`config.mk`:
```
export PLATFORM = sky130hd
export DESIGN_NAME = cdb_arbiter
export DESIGN_NICKNAME = d
export VERILOG_FILES = /design/src/rtl/rv32i_types.sv /design/src/rtl/cdb_arbiter_rr.sv /design/src/rtl/cdb_arbiter.sv
export SDC_FILE = /design/constraint.sdc
export NUM_CORES = 1
export LEC_CHECK = 0
export BUFFER_PORTS_ARGS = -buffer_cell sky130_fd_sc_hd__clkbuf_2
export CAP_MARGIN = 10
export CORE_ASPECT_RATIO = 1.2
export CORE_MARGIN = 2
export CORE_UTILIZATION = 45
export CTS_CLUSTER_DIAMETER = 40
export CTS_CLUSTER_SIZE = 28
export DETAILED_ROUTE_END_ITERATION = 7
export MAX_ROUTING_LAYER = met4
export PLACE_DENSITY = 0.72
export SLEW_MARGIN = 20
export SYNTH_ARGS = -nofsm -noshare
export SYNTH_HDL_FRONTEND = slang
export SYNTH_SLANG_ARGS = --single-unit
```
`constraint.sdc`:
```
create_clock -name clk -period 10.5 [get_ports clk]
set_clock_uncertainty 0.15 [all_clocks]
set_input_delay 1.575 -clock clk [delete_from_list [all_inputs] [get_ports clk]]
set_output_delay 1.575 -clock clk [all_outputs]
set_load 0.02 [all_outputs]
```
`src/rtl/rv32i_types.sv`:
```
// Shared RV32I core types: common data bus record and its default sizing.
package rv32i_types;

    localparam int unsigned CDB_UNITS     = 4;
    localparam int unsigned CDB_ROB_IDX_W = 4;
    localparam int unsigned CDB_DATA_W    = 32;
    localparam int unsigned CDB_SRC_W     = $clog2(CDB_UNITS);

    // One broadcast on the CDB, as consumed by the ROB and reservation stations.
    typedef struct packed {
        logic                     valid;
        logic [CDB_ROB_IDX_W-1:0] rob_id;
        logic [CDB_DATA_W-1:0]    data;
    } cdb_t;

    // Index width for a set of n items; never below one bit.
    function automatic int unsigned idx_w(input int unsigned n);
        return (n > 1) ? $clog2(n) : 1;
    endfunction

endpackage

```
`src/rtl/cdb_arbiter_rr.sv`:
```
// Combinational round-robin selector: first requester at or after ptr, wrapping.
module rr_arbiter
    import rv32i_types::*;
#(
    parameter  int unsigned N  = 4,
    localparam int unsigned IW = idx_w(N)
) (
    input  logic [N-1:0]  req,
    input  logic [IW-1:0] ptr,
    output logic [N-1:0]  grant,
    output logic [IW-1:0] grant_idx,
    output logic          any
);

    // Scan N slots starting at ptr; the first asserted request wins.
    always_comb begin
        int unsigned idx;
        grant     = '0;
        grant_idx = '0;
        any       = 1'b0;
        idx       = 0;
        for (int unsigned off = 0; off < N; off++) begin
            idx = 32'(ptr) + off;
            if (idx >= N) idx = idx - N;
            if (!any && req[IW'(idx)]) begin
                grant[IW'(idx)] = 1'b1;
                grant_idx       = IW'(idx);
                any             = 1'b1;
            end
        end
    end

endmodule

```
`src/rtl/cdb_arbiter.sv`:
```
// Common data bus arbiter: one holding register per EX unit, round-robin
// broadcast of one pending result per cycle, flush and reset discard.
module cdb_arbiter
    import rv32i_types::*;
#(
    parameter  int unsigned N_UNITS   = CDB_UNITS,
    parameter  int unsigned ROB_IDX_W = CDB_ROB_IDX_W,
    parameter  int unsigned DATA_W    = CDB_DATA_W,
    localparam int unsigned SRC_W     = idx_w(N_UNITS)
) (
    input  logic                                clk,
    input  logic                                rst,
    input  logic                                flush,
    input  logic [N_UNITS-1:0]                  req_valid,
    input  logic [N_UNITS-1:0][ROB_IDX_W-1:0]   req_rob_id,
    input  logic [N_UNITS-1:0][DATA_W-1:0]      req_data,
    output logic [N_UNITS-1:0]                  req_ready,
    output logic                                cdb_valid,
    output logic [ROB_IDX_W-1:0]                cdb_rob_id,
    output logic [DATA_W-1:0]                   cdb_data,
    output logic [SRC_W-1:0]                    cdb_src
);

    logic [N_UNITS-1:0]                hold_valid;
    logic [N_UNITS-1:0][ROB_IDX_W-1:0] hold_rob_id;
    logic [N_UNITS-1:0][DATA_W-1:0]    hold_data;
    logic [SRC_W-1:0]                  rr_ptr;

    logic [N_UNITS-1:0] grant;
    logic [N_UNITS-1:0] grant_eff;
    logic [N_UNITS-1:0] accept;
    logic [SRC_W-1:0]   grant_idx;
    logic               any;

    rr_arbiter #(.N(N_UNITS)) u_arb (
        .req       (hold_valid),
        .ptr       (rr_ptr),
        .grant     (grant),
        .grant_idx (grant_idx),
        .any       (any)
    );

    // Broadcast the winner; a granted slot frees up in the same cycle so its unit may refill.
    always_comb begin
        cdb_valid  = any & ~flush & ~rst;
        grant_eff  = grant & {N_UNITS{cdb_valid}};
        req_ready  = (~hold_valid | grant_eff) & {N_UNITS{~flush}};
        accept     = req_valid & req_ready;
        cdb_rob_id = hold_rob_id[grant_idx];
        cdb_data   = hold_data[grant_idx];
        cdb_src    = grant_idx;
    end

    // Occupancy and rotation pointer; reset outranks flush, flush leaves rr_ptr alone.
    always_ff @(posedge clk) begin
        if (rst) begin
            hold_valid <= '0;
            rr_ptr     <= '0;
        end else begin
            if (flush) hold_valid <= '0;
            else       hold_valid <= accept | (hold_valid & ~grant_eff);
            if (cdb_valid)
                rr_ptr <= (grant_idx == SRC_W'(N_UNITS - 1)) ? '0 : grant_idx + SRC_W'(1);
        end
    end

    // Payload capture on accept; contents are meaningless while the slot is invalid.
    always_ff @(posedge clk) begin
        for (int unsigned i = 0; i < N_UNITS; i++) begin
            if (accept[i]) begin
                hold_rob_id[i] <= req_rob_id[i];
                hold_data[i]   <= req_data[i];
            end
        end
    end

endmodule

```
Yosys cells after proc, flatten, opt, wreduce, memory -nomap -nowiden
Cells that the tools add are included.

Flip-flop bits (word level): 150. Input port bits: 151. Output and inout bits: 43. Word-level logic and storage cells: 95.

Add/sub/neg operators: 8. Magnitude comparators: 13. Equality and inequality tests: 1. Multiplexer cells: 37. Bitwise gates (word level): 15. Reductions and logical operators: 11.

Operators by type and width (number): 32-bit binary-select mux with 2-bit select (1); 32-bit two-way mux (1); 4-bit two-way mux (5); 4-bit OR (5); 2-bit two-way mux (9); 4-bit AND (4); 2-bit by 3-bit < comparator with 1-bit output, second input constant (5); 1-bit two-way mux (12); 3-bit greater-or-equal comparator, second input constant (3); 1-bit binary-select mux with 2-bit select (4); 4-bit binary-select mux with 2-bit select (1); 1-bit demux with 2-bit select (4); 2-bit by 1-bit greater-or-equal comparator with 1-bit output, second input constant (4); 4-bit NOT (2); 2-bit by 1-bit subtractor with 2-bit output, second input constant (4); 1-bit logical AND (7); 2-bit by 2-bit adder with 3-bit output, second input constant (2); 2-bit by 1-bit adder with 3-bit output, second input constant (1); 2-bit by 3-bit greater-or-equal comparator with 1-bit output, second input constant (1); 1-bit zero test (3); 2-bit by 1-bit adder with 2-bit output, second input constant (1); 1-bit AND (2); 2-bit equality test, second input constant (1); 1-bit NOT (2); 2-bit OR reduction (1).

Depth between registers and ports, before layout
Gate-level depths: netlist of the first run.

Depth after elaboration: 21. Depth in mapped cells: 11. Depth with buffers taken out: 7.

By module
Synthesis of the first run repeated with hierarchy kept, for this count alone.

Cells, all modules: 269. Area, all modules: 5959.5 µm².

Modules (own cells, without submodules): cdb_arbiter (instances 1, cells an instance 224, area each 5537.8 µm², sequential area each 4444.3 µm²); rr_arbiter (instances 1, cells an instance 45, area each 421.7 µm², sequential area each 0.0 µm²).

Worst setup path before layout of the first run
OpenSTA, ideal clock, no wires.

Kind: input -> register. From: input flush. To: register hold_data[0] in the netlist's numbering, enable pin. Setup time: 0.434 ns. Arrival time: 3.683 ns. Data required time: 9.916 ns. Setup slack: 6.233 ns. Cell stages on the path: 4. Path buffers: 1. Path through: nor2_1 > clkbuf_1 > nand2_1 > o21ai_1.

Cells in the longest elaborated chain, start to end: 7.

Ends and longest elaborated chain: from (decl) (line cdb_arbiter.sv:13) `input logic flush,`; 1-bit NOT * (line cdb_arbiter.sv:45, cdb_arbiter.sv:47); 1-bit AND (2 in series) (line cdb_arbiter.sv:45) `cdb_valid = any & ~flush & ~rst;`; 4-bit AND (line cdb_arbiter.sv:46) `grant_eff = grant & {N_UNITS{cdb_valid}};`; 4-bit OR (line cdb_arbiter.sv:47) `req_ready = (~hold_valid | grant_eff) & {N_UNITS{~flush}};`; 4-bit AND * (line cdb_arbiter.sv:47); 4-bit AND * (line cdb_arbiter.sv:48) `accept = req_valid & req_ready;`; via accept[0] (line cdb_arbiter.sv:31) `logic [N_UNITS-1:0] accept;`; to (signal, indexed assignment) (line cdb_arbiter.sv:72) `hold_data[i] <= req_data[i];`; to (decl) (line cdb_arbiter.sv:26) `logic [N_UNITS-1:0][DATA_W-1:0] hold_data;`.

Mark *: on every way through the listed nets, which the timed path passes. The rest lies on a longest branch. A chain may end at the register's enable or synchronous reset.

Worst setup path after layout of the first run
From: register rr_ptr[1]. To: output cdb_data[0].

Cells in the longest elaborated chain, start to end: 16. Elaborated cells on any way between the ends: 38. Classes of those cells: add/sub (7); order compare (4); mux (21); reduce/logical (6).

Ends and longest elaborated chain: from (decl) (line cdb_arbiter.sv:27) `logic [SRC_W-1:0] rr_ptr;`; from (signal assigned) (line cdb_arbiter.sv:63) `rr_ptr <= (grant_idx == SRC_W'(N_UNITS - 1)) ? '0 : grant_idx + SRC_W'(1);`; branches (longest 13 deep; another with 2-bit by 1-bit adder with 3-bit output); 2-bit two-way mux * (line cdb_arbiter_rr.sv:25) `if (!any && req[IW'(idx)]) begin`; 32-bit binary-select mux with 2-bit select * (line cdb_arbiter.sv:50) `cdb_data = hold_data[grant_idx];`; 32-bit two-way mux (implied by the code) * (line cdb_arbiter.sv:50); to (decl) (line cdb_arbiter.sv:20) `output logic [DATA_W-1:0] cdb_data,`.

Every way passes the cells marked *. The select of a mux whose other input is x is not followed.

==> run_results.csv, run 1 <==
group,metric,value,unit
job,cap_violations,0,
setup_path,path_cells,"inv_1 -> ha_1 -> nand2b_1 -> a21o_1 -> a32oi_4 -> buf_4 -> mux2i_1 -> mux2i_1 -> clkbuf_2",
setup_path,critical-path-slowest-cell,"dfxtp_1",
hold_path,holdCritPathClass,"reg -> reg",
clock_network,cts_sinks,150,
sta,drv_slew,0,
cells_and_area,synthToLayoutAreaGrowth,26.6,%
sta,final_hold_viol_count,0,
floorplan,die_w,114,µm
sta,post-route-min-period,5.49,ns
setup_path,critical-path-max-stage-delay,0.68,ns
setup_path,crit_type,"reg -> out",
sta,fin_crit_sh,0.523,
yosys,synth_flop_cell,"edfxtp_1",
cells_and_area,drive_gt1_frac,0.411,
yosys,synth_seq_area_share,0.686,
hold_path,hold_start,"hold_valid[3]$_SDFF_PP0_",
sta,grt_setup_unrepaired,"no",
yosys,yosys_warnings,0,
setup_path,worstRegToRegCells,7,
run_status,status,"finished, final reports clean",
setup_path,path_max_fanout,41,
yosys,ys_seq_elements,150,
yosys,synth_area,0.00647,mm²
clock_network,cts_max_level,4,
routing,wl_per_cell,18.9,µm
pwr,p_per_area,193,mW/mm²
placement,routabilityCongestion,0.869,
grt,grt_pass1_vias,4273,
grt,grt_pass1_wl,22.1,mm
clock_network,cts-hold-fix-buffers,0,
yosys,synth_largest_area_cell,"edfxtp_1",
cells_and_area,utilization,0.576,
placement,place_hpwl,9.78,mm
setup_path,crit_path_frequent_cell,"mux2i_1",
floorplan,num_rows,48,
routing,topRoutingLayerUsed,"met4",
setup_path,path_delay_family,"buffers and inverters",
clock_network,cts_buffers,17,
grt,grt_max_degree,42,
yosys,syn_nets,544,
yosys,synthMuxAreaShare,0.179,
clock_network,cts_tree,"built",
sta,hold_ws,0.612,ns
setup_path,cp.arrival,3.76,ns
cells_and_area,final_nets,742,
clock_network,cts_buffer_depth,2,
yosys,yosys.area_share.simple,0.0415,
pwr,power_leakage,0.00333,µW
setup_path,reg2reg_from,"rr_ptr[1]$_SDFFE_PP0P_",
yosys,synth-compound-area-share,0.0493,
routing,ant_nets,0,
hold_path,min_to,"hold_valid[3]$_SDFF_PP0_",
clock_network,insertion_delay,0.42,ns
floorplan,die-area,0.0154,mm²
yosys,synthCells,386,
setup_path,worstReg2RegEnd,"hold_data[15]$_DFFE_PP_",
clock_network,postCtsResizedCells,0,
yosys,synth_area_per_cell,16.8,µm²
yosys,synth_top_area_frac,0.668,
cells_and_area,n_antenna_cell,0,
clock_network,cts_root_buf,"clkbuf_16",
sta,worst_slew_pin_slew,0.720,ns
hold_path,hold_depth,1,
yosys,synth-xor-area-share,0.00135,
clock_network,cts_setup_buffers,0,
yosys,ys_top_cells_by_area,"edfxtp_1, mux2i_1, dfxtp_1",
sta,fmax,182,MHz
pwr,irDropWorstVdd,0.125,mV
setup_path,required,8.78,ns
sta,timing.setup.tns,0,ns
floorplan,start_util,0.455,
floorplan,io_pins,194,
routing,drt_pass1_iterations,4,
floorplan,die_h,135,µm
routing,drt-met1-wl,5.75,mm
routing,num_vias,4031,
clock_network,clk_pin_slew_worst_paths,0.06,ns
routing,first_iter_violations,189,
placement,io_buffers,193,
yosys,synth_fa_ha_area_frac,0.0135,
routing,viasPerCell,5.23,
yosys,synth_cell_types,43,
floorplan,core_area,0.0142,mm²
routing,wl_met3,1.21,mm
sta,setup_viol,0,
sta,maxSlewHeadroom,0.520,
routing,wl_met2,7.30,mm
setup_path,critPathCaptureType,"primary output",
setup_path,cp-start-kind,"flop",
yosys,synth-async-reset-ratio,0,
cells_and_area,final_common_cell,"clkbuf_2",
pwr,finalPower,1580,µW
grt,antenna_found_initial,0,
grt,gr-total-overflow,0,
setup_path,worst-path-buf-inv,3,
yosys,synth_top_family_by_area,"multiplexers",
grt,track_usage,0.200,
cells_and_area,mostFrequentLayoutCells,"clkbuf_2, edfxtp_1, mux2i_1",
setup_path,regToRegSetupSlack,6.36,ns
yosys,synth_edf_count,144,
routing,routed_wl,14.6,mm
routing,drcViolationCount,0,
[flip-flops by register name (all words and copies together) (netlist names), named ones only]
name         flops
hold_data      128
hold_rob_id     16
hold_valid       4
rr_ptr           1
[power breakdown]
part	switching [µW]	internal (µW)	leakage (µW)
clock network	231	371	0.000276
registers	15.3	695	0.00139
logic	161	107	0.00166
total	407	1170	0.00333
[layout make-up]
| class | instances | area (µm²) |
|---|---|---|
| Fill cell | 1081 | 6040 |
| Tap cell | 175 | 219 |
| Sequential cell | 150 | 4440 |
| Timing Repair Buffer | 201 | 1030 |
| Inverter | 4 | 17.5 |
| Clock inverter | 13 | 155 |
| Clock buffer | 18 | 429 |
| Multi-Input combinational cell | 210 | 1910 |
[synth_stat cells, types with 4 or more instances]
cell type,instances
a31o_1,4
nand2_1,18
o21ai_1,6
a221oi_2,4
dfxtp_1,6
mux2i_1,110
buf_2,8
nor2_1,10
ha_1,7
o21ai_0,5
and2_1,4
buf_6,9
edfxtp_1,144
o22ai_1,4
[cell families after synthesis]
| group | after synthesis |
|---|---|
| flops | 150 |
| mux | 113 |
| simple gates | 51 |
| compound gates | 38 |
| buf+inv | 26 |
| fa+ha+maj | 7 |
| xor+xnor | 1 |
[metal layers]
metal | vias up | global-route usage
met5 | - | -
met4 | 0 | 0.0766
met3 | 32 | 0.0702
met2 | 175 | 0.329
met1 | 1925 | 0.226
li1 | 1899 | -
[through the flow]
stage	instances	cell area, µm²	worst slack, ns
6_report	771	8200	5.01
3_3_place_gp	740	7610	5.59
5_1_grt	771	8200	4.72
2_1_floorplan	386	6470	6.23
3_5_place_dp	740	7610	5.41
4_1_cts	771	8200	4.99
[worst max path at each step]
stage / startpoint / end / slack, ns / cells after the start
5_1_grt: rr_ptr[1]$_SDFFE_PP0P_ / cdb_data[18] / 4.72 / 9
2_1_floorplan: flush / hold_data[0]$_DFFE_PP_ / 6.23 / 4
3_3_place_gp: rr_ptr[1]$_SDFFE_PP0P_ / cdb_data[31] / 5.59 / 9
3_5_place_dp: rr_ptr[1]$_SDFFE_PP0P_ / cdb_data[18] / 5.41 / 9
4_1_cts: rr_ptr[1]$_SDFFE_PP0P_ / cdb_data[18] / 4.99 / 9
6_report: rr_ptr[1]$_SDFFE_PP0P_ / cdb_data[0] / 5.01 / 9
[worst register-to-register path: stages (launching register included)]
cell and delay (ns):
dfxtp_1 0.68, inv_1 0.24, ha_1 0.61, mux4_2 0.47, o311ai_4 0.44, a221oi_2 0.17, o21ai_4 0.59, buf_4 0.46
No activity file was read; power rests on OpenSTA's default activity.
==> inputs of run 2 (changes only) <==
- PLACE_DENSITY: 0.72 -> 0.75
- clock period: 10.5 -> 4.9 ns (I/O delays scaled with it)
==> run 2 against run 1 <==
- die area unchanged
- worst setup slack lost 4.8 ns
- highest routed layer unchanged
- worst hold slack got worse by 0.27 ns
- power is 110% higher
==> run_results.csv, run 2 (synthesized netlist as in run 1, its figures left out) <==
group,metric,value,unit
routing,drcViolationCount,0,
setup_path,startpoint,"rr_ptr[1]$_SDFFE_PP0P_",
setup_path,required,4.01,ns
routing,drt-met1-wl,5.33,mm
routing,routed_wl,14.4,mm
setup_path,worstRegToRegCells,7,
clock_network,cts_buffer_depth,2,
hold_path,min_to,"hold_data[14]$_DFFE_PP_",
routing,wl_met3,829,µm
routing,first_iter_violations,212,
sta,grt_setup_unrepaired,"no",
sta,post-route-min-period,4.64,ns
sta,worst_slew_pin_slew,0.885,ns
cells_and_area,top_regs,"hold_data: 128 flops, hold_rob_id: 16 flops, hold_valid: 4 flops",
cells_and_area,top_register,"hold_data",
setup_path,critPathCaptureType,"primary output",
clock_network,cts_root_buf,"clkbuf_16",
cells_and_area,final_common_cell,"clkbuf_2",
clock_network,cts_setup_buffers,0,
floorplan,die-area,0.0154,mm²
placement,io_buffers,193,
setup_path,reg2reg_from,"rr_ptr[1]$_SDFFE_PP0P_",
floorplan,die_h,135,µm
pwr,finalPower,3320,µW
setup_path,worstReg2RegEnd,"hold_data[96]$_DFFE_PP_",
cells_and_area,utilization,0.577,
floorplan,start_util,0.455,
grt,grt_pass1_vias,4399,
routing,ant_nets,0,
sta,fin_crit_sh,0.947,
clock_network,cts-hold-fix-buffers,0,
grt,gr-total-overflow,0,
pwr,irDropWorstVdd,0.209,mV
setup_path,regToRegSetupSlack,0.85,ns
routing,wl_met2,7.66,mm
job,cap_violations,0,
sta,drv_slew,0,
run_status,status,"finished, final reports clean",
sta,final_hold_viol_count,0,
routing,wl_per_cell,18.7,µm
grt,grt_max_degree,42,
hold_path,hold_depth,1,
clock_network,cts_sinks,150,
sta,timing.setup.tns,0,ns
sta,setup_viol,0,
routing,num_vias,4072,
cells_and_area,mostFrequentLayoutCells,"clkbuf_2, edfxtp_1, mux2i_1",
cells_and_area,drive_gt1_frac,0.407,
routing,drt_pass1_iterations,4,
hold_path,holdCritPathClass,"in -> reg",
sta,maxSlewHeadroom,0.407,
grt,grt_pass1_wl,21.7,mm
pwr,power_leakage,0.00332,µW
clock_network,postCtsResizedCells,0,
grt,antenna_found_initial,1,
placement,place_hpwl,9.95,mm
clock_network,clk_pin_slew_worst_paths,0.06,ns
setup_path,path_max_fanout,41,
floorplan,die_w,114,µm
grt,track_usage,0.197,
clock_network,insertion_delay,0.42,ns
sta,fmax,216,MHz
cells_and_area,final_nets,742,
clock_network,cts_max_level,4,
routing,viasPerCell,5.29,
floorplan,io_pins,194,
setup_path,cp-start-kind,"flop",
routing,topRoutingLayerUsed,"met4",
cells_and_area,largest_register_ffs,128,
placement,routabilityCongestion,0.843,
setup_path,crit_type,"reg -> out",
clock_network,cts_buffers,17,
floorplan,num_rows,48,
clock_network,cts_tree,"built",
floorplan,core_area,0.0142,mm²
sta,hold_ws,0.339,ns
setup_path,cp.arrival,3.75,ns
pwr,p_per_area,404,mW/mm²
hold_path,hold_start,"req_data[14]",
cells_and_area,synthToLayoutAreaGrowth,26.7,%
==> run 2: metrics by stage <==
| step | area (µm²) | std cells | setup slack (ns) |
|---|---|---|---|
| final | 8210 | 770 | 0.261 |
| after global routing | 8210 | 770 | 0.0772 |
| after CTS | 8200 | 769 | 0.267 |
| after detailed placement | 7660 | 740 | 0.724 |
| after global placement | 7660 | 740 | 0.860 |
| after floorplan | 6470 | 386 | 0.699 |
==> run 2: power by group <==
part	total [µW]	internal (µW)	switching, µW
Sequential	1520	1490	31.9
Combinational	581	235	346
Clock	1210	732	481
Total	3320	2460	859
==> run 2: layout make-up <==
cell class,instances,area [µm²]
Antenna cell,1,2.50
Tap cell,175,219
Fill cell,1084,6030
Clock buffer,18,429
Multi-Input combinational cell,210,1910
Clock inverter,11,111
Timing Repair Buffer,201,1080
Inverter,4,17.5
Sequential cell,150,4440
==> run 2: worst max-delay path, stage by stage, from the launching register on <==
cell and delay [ns]:
dfxtp_1 0.66, inv_1 0.22, ha_1 0.63, nand2b_1 0.10
a21o_1 0.22, a32oi_4 0.24, buf_4 0.62, mux2i_1 0.38
mux2i_1 0.11, clkbuf_2 0.17
==> run 2: worst max path at each step <==
stage	end	cells after the start
after floorplan	hold_data[0]$_DFFE_PP_	8
final	cdb_data[0]	9
after CTS	cdb_data[0]	9
after global placement	cdb_data[0]	9
after detailed placement	cdb_data[0]	9
after global routing	cdb_data[0]	9
==> run 2: per-layer routing <==
metal / up-vias / GRT usage
met1: 1974 / 0.206
met3: 34 / 0.0452
met5: - / -
met4: 0 / 0.119
li1: 1903 / -
met2: 161 / 0.338
